$ cat src/rtl/scrambler_pkg.sv
// Shared types and constants for the scrambler stage and its consumers.
// Holds index geometry, player states and the mode-to-count mapping.
package scrambler_pkg;

  localparam int IDX_W   = 3;
  localparam int NUM_IDX = 6;
  localparam int POS_W   = 3;

  typedef enum logic [1:0] {
    IDLE,
    SEND,
    GAP,
    FIN
  } player_state_t;

  localparam logic [POS_W-1:0] CNT_MODE0 = 3'd4;
  localparam logic [POS_W-1:0] CNT_MODE1 = 3'd5;
  localparam logic [POS_W-1:0] CNT_MODE2 = 3'd6;
  localparam logic [POS_W-1:0] CNT_MODE3 = 3'd6;

  function automatic logic [POS_W-1:0] mode_count(
    input logic [1:0] m
  );
    logic [POS_W-1:0] c;
    c = CNT_MODE3;
    case (m)
      2'b00:   c = CNT_MODE0;
      2'b01:   c = CNT_MODE1;
      2'b10:   c = CNT_MODE2;
      default: c = CNT_MODE3;
    endcase
    return c;
  endfunction

endpackage

$ cat src/rtl/rise_detect.sv
// Registered rising-edge detector: pulse is high while d is high
// and its previous-cycle copy is low.
module rise_detect (
  input  logic clk,
  input  logic rst,
  input  logic d,
  output logic pulse
);

  logic d_q;

  always_ff @(posedge clk) begin
    if (rst) d_q <= 1'b0;
    else     d_q <= d;
  end

  assign pulse = d & ~d_q;

endmodule

$ cat src/rtl/scramble_index_player.sv
// Captures six scramble indices on done and plays them out over valid/ready.
// Optional replay of the held sequence: SCRAMBLE_PLAYER_REPLAY_EN.
module scramble_index_player
  import scrambler_pkg::*;
#(
  parameter int GAP_CYCLES = 4
) (
  input  logic             clk,
  input  logic             rst,
  input  logic             done,
  input  logic [1:0]       mode,
  input  logic [IDX_W-1:0] index1,
  input  logic [IDX_W-1:0] index2,
  input  logic [IDX_W-1:0] index3,
  input  logic [IDX_W-1:0] index4,
  input  logic [IDX_W-1:0] index5,
  input  logic [IDX_W-1:0] index6,
  input  logic             replay,
  input  logic             idx_ready,
  output logic [IDX_W-1:0] idx_out,
  output logic             idx_valid,
  output logic [POS_W-1:0] pos,
  output logic             busy,
  output logic             seq_done
);

  localparam int GAP_W =
    (GAP_CYCLES > 1) ? $clog2(GAP_CYCLES + 1) : 1;
  localparam logic [GAP_W-1:0] GAP_INIT = GAP_W'(GAP_CYCLES);
  localparam logic [GAP_W-1:0] GAP_ONE  = GAP_W'(1);

  player_state_t state, state_n;

  logic [NUM_IDX-1:0][IDX_W-1:0] idx_buf;
  logic [POS_W-1:0] cnt;
  logic [POS_W-1:0] pos_q, pos_n;
  logic [GAP_W-1:0] gap, gap_n;
  logic [IDX_W-1:0] cur_idx;
  logic start, capture, restart_ok, xfer;

  rise_detect u_rise (
    .clk   (clk),
    .rst   (rst),
    .d     (done),
    .pulse (start)
  );

`ifdef SCRAMBLE_PLAYER_REPLAY_EN
  logic loaded;

  always_ff @(posedge clk) begin
    if (rst)          loaded <= 1'b0;
    else if (capture) loaded <= 1'b1;
  end

  assign restart_ok = replay & loaded;
`else
  logic unused_replay;
  assign unused_replay = replay;
  assign restart_ok    = 1'b0;
`endif

  assign idx_valid = (state == SEND);
  assign busy      = (state != IDLE);
  assign seq_done  = (state == FIN);
  assign pos       = pos_q;
  assign xfer      = idx_valid & idx_ready;

  always_comb begin
    cur_idx = '0;
    case (pos_q)
      3'd0:    cur_idx = idx_buf[0];
      3'd1:    cur_idx = idx_buf[1];
      3'd2:    cur_idx = idx_buf[2];
      3'd3:    cur_idx = idx_buf[3];
      3'd4:    cur_idx = idx_buf[4];
      3'd5:    cur_idx = idx_buf[5];
      default: cur_idx = '0;
    endcase
  end

  assign idx_out = idx_valid ? cur_idx : '0;

  always_comb begin
    state_n = state;
    pos_n   = pos_q;
    gap_n   = gap;
    capture = 1'b0;
    unique case (state)
      IDLE: begin
        if (start) begin
          capture = 1'b1;
          state_n = SEND;
          pos_n   = '0;
        end else if (restart_ok) begin
          state_n = SEND;
          pos_n   = '0;
        end
      end
      SEND: begin
        if (xfer) begin
          if (pos_q == 3'(cnt - 3'd1)) begin
            state_n = FIN;
          end else begin
            pos_n = 3'(pos_q + 3'd1);
            if (GAP_CYCLES != 0) begin
              state_n = GAP;
              gap_n   = GAP_INIT;
            end
          end
        end
      end
      GAP: begin
        gap_n = GAP_W'(gap - GAP_ONE);
        if (gap == GAP_ONE) state_n = SEND;
      end
      FIN: state_n = IDLE;
      default: state_n = IDLE;
    endcase
  end

  always_ff @(posedge clk) begin
    if (rst) begin
      state   <= IDLE;
      pos_q   <= '0;
      gap     <= '0;
      cnt     <= '0;
      idx_buf <= '0;
    end else begin
      state <= state_n;
      pos_q <= pos_n;
      gap   <= gap_n;
      if (capture) begin
        idx_buf <= {index6, index5, index4,
                    index3, index2, index1};
        cnt     <= mode_count(mode);
      end
    end
  end

endmodule

$ cat config.mk
export PLATFORM = sky130hd
export DESIGN_NAME = scramble_index_player
export DESIGN_NICKNAME = d
export VERILOG_FILES = /design/src/rtl/scrambler_pkg.sv /design/src/rtl/rise_detect.sv /design/src/rtl/scramble_index_player.sv
export SDC_FILE = /design/constraint.sdc
export NUM_CORES = 1
export LEC_CHECK = 0
export CORE_UTILIZATION = 44
export DETAILED_ROUTE_END_ITERATION = 10
export HOLD_SLACK_MARGIN = 0.12
export MAX_ROUTING_LAYER = met4
export PLACE_DENSITY_LB_ADDON = 0.25
export SYNTH_ARGS = -nofsm -noshare
export SYNTH_HDL_FRONTEND = slang
export SYNTH_HIERARCHICAL = 1
export SYNTH_SLANG_ARGS = --single-unit
$ cat constraint.sdc
create_clock -name clk -period 1.7 [get_ports clk]
set_input_delay 0.34 -clock clk [delete_from_list [all_inputs] [get_ports clk]]
set_output_delay 0.34 -clock clk [all_outputs]
set_load 0.02 [all_outputs]
==> impl_results.md <==
- Die Area: around 3700 um^2
- Setup ws final: -0.382 ns
- CTS sink cnt: 30
- Crit start category: flip-flop
- HPWL after DPL: 2.68 mm
- Clock root cell: clkbuf_4
- Initial cell density of the core: 0.477
- Synth unique cells: 39
- I/O Buffers: 32
- Core area: 3150 um^2
- Fraction of post-synthesis cell area in the top cell type by area: 0.399
- TritonCTS clock tree: yes
- DRT iter0 DRCs: between 80 and 90
- CP delay by family, top: flip-flops
- Number of global-route vias before repair: 1,394
- Fin Clk Skew: 0.0105 ns
- Max-cap violations: 0
- GRT Overall Usage: 0.229
- Layout area overhead: 42.8%
- Seq/Total Area, Yosys: 0.399
- Clock transition at path regs: approximately 0.10 ns
- Crit path buffers/inverters: 2
- Ys flop type: dfxtp_1
- Cts hold-fix bufs: 0
- Crit Path Class: flip-flop to output pin
- Clk Latency, worst-skew pair: roughly 0.33 ns
- WL/cell: 13.3 um
- Overflow after GRT: 0
- Leak Pwr: 0.000851 uW
- #FFs+latches synth: 30
- Tightest Pin Transition: roughly 0.39 ns
- Synth top area cells: dfxtp_1, nand2_1, a21oi_1
- Drt pass-1 iters: 4
- Number of synthesized flops with an enable pin: 0
- Worst EP required: 1.36 ns
- Avg Cell Area, Syn: between 8 and 9 um^2
- Status: finished, violations left
- Synthesis Warnings: 6
- Slew Limit Fails: 0
- Post-synthesis net count: 209
- Ant. Diodes: 0
- HP Class: flip-flop to flip-flop
- Die width: 60.5 um
- Tcrit/Tclk final: 1.22
- RSZ-0062 raised after global routing: true
- CTS Buf Count: 5
- Initial antenna violation count: 0
- Ports: 34
- Asr flop ratio synth: 0
- Final Util: 0.681
- F_max: 0.480 GHz
- Post-Synthesis Cells: 176
- Nets: between 200 and 300
- Hold Violations, Final: 0
- Setup violations, final: 3
- Max Root-Sink Buffers: 2
- Cell Area, Synth: roughly 1500 um^2
- Largest net degree at the start of global routing: 18
- Crit-path cells: buf_4 > ha_4 > ha_4 > a32oi_1 > o21ai_1 > a21oi_1 > nor2_1 > buf_4
- Critical Path Slowest Stage Cell: dfxtp_4
- Pre-CTS WS: -0.475 ns
- Crit. End Element: output pin
- WP data arrival: roughly 1.7 ns
- Die Y: a little over 60 um
- Residual DRC: 0
- Post-DRT Antenna Nets: 0
- CTS H-tree lvls: 2
- Most common cell after layout, fill and taps aside: nand2_1
- Vias: 1,364
- # rows: 20
- Peak supply drop: 0.497 mV
- Worst path max stage delay: 0.38 ns
- Yosys top cell by area: dfxtp_1
- Drt total wl: 3.63 mm
- Layout cells sized above 1: 0.265
- Rel. slew slack: 0.740
- PwrDens: 713 nW/um^2
- Drt via density: 4.98
- Fill cells: 275
- Period minus WS final: 2.08 ns
- Most frequent cells in the layout: nand2_1, dfxtp_1, a21oi_1, clkdlybuf4s50_1, buf_4
- First-pass GRT wire length: 5.91 mm
- Power Total: 1530 uW
- Worst-path maximum fanout: 4
- Failing checks: setup timing
- GPL Wtd Cong: 0.847
-- timing repair --
item | in CTS | in global routing
buffers inserted | 1 | 2
pin swaps | 4 | 10
gates resized for setup | 32 | 19
endpoints found under the setup margin | 9 | 7
gates cloned | 0 | 0
-- registers in the layout, summed over array words and instances (netlist names) --
name        count
pos             3
u_rise/d_q      1
gap             3
cnt             3
idx_buf        18
state           2
-- power breakdown --
part / switching (uW) / internal (uW) / total, uW
Clock: 239 / 165 / 404
Combinational: 173 / 176 / 350
Sequential: 31.4 / 746 / 777
-- logic make-up (layout without fill, tap and decap cells) --
group                      after synthesis  after routing  synth area share
and+or+nand+nor                         66             66             0.210
AOI/OAI and AO/OA                       46             46             0.213
DFF                                     30             30             0.399
buffers and inverters                   19             73            0.0557
adders and majority gates                8              8            0.0666
xor gates and xnor gates                 4              4            0.0333
muxes                                    3              3            0.0216
-- worst min-delay path: cells and delay by family, from the launching register on --
family	cells	cell delay, ns
and+or+nand+nor	1	0.05
DFF	1	0.32
AOI/OAI and AO/OA	1	0.06
-- metal layers --
layer,share of wire,track usage,wire length [um]
met5,0,-,0
met3,0.042,0.0704,151
met2,0.49,0.385,1780
met4,0.013,0.0779,49
met1,0.45,0.258,1650
-- cell usage after synthesis (all sizes together) (3+ instances only) --
cell,instances
a21oi,25
clkbuf,4
o21a,3
o21ai,3
nor2,12
nand2b,3
nand2,42
dfxtp,30
ha,8
nor2b,3
a211o,3
buf,5
inv,10
-- final timing paths --
path / depth (start not counted) / slack, ns / start / end
setup / recovery: 8 / -0.38 / pos[0] / idx_out[2]
setup reg to reg: 6 / 0.13 / cnt[1] / pos[1]
hold / removal: 2 / 0.47 / idx_buf[16] / idx_buf[16]
hold reg to reg: 2 / 0.47 / idx_buf[16] / idx_buf[16]
-- cell type report --
class | count | area [um^2] | share of cell area
Sequential cell | 30 | 608 | 0.283
Inverter | 10 | 42.5 | 0.0198
Tap cell | 44 | 55.1 | 0.0256
Multi-Input combinational cell | 127 | 911 | 0.424
Timing Repair Buffer | 55 | 483 | 0.225
Clock buffer | 8 | 48.8 | 0.0227
-- stage by stage --
step	area, um^2	hold WS, ns	std cells	TNS [ns]
3_3_place_gp	2000	0.439	263	-1.60
2_1_floorplan	1520	0.404	176	0
6_report	2150	0.465	274	-1.10
4_1_cts	2070	0.468	272	-1.12
5_1_grt	2150	0.484	274	-1.44
3_5_place_dp	2000	0.455	263	-1.84
No activity file was read; power rests on OpenSTA's default activity.
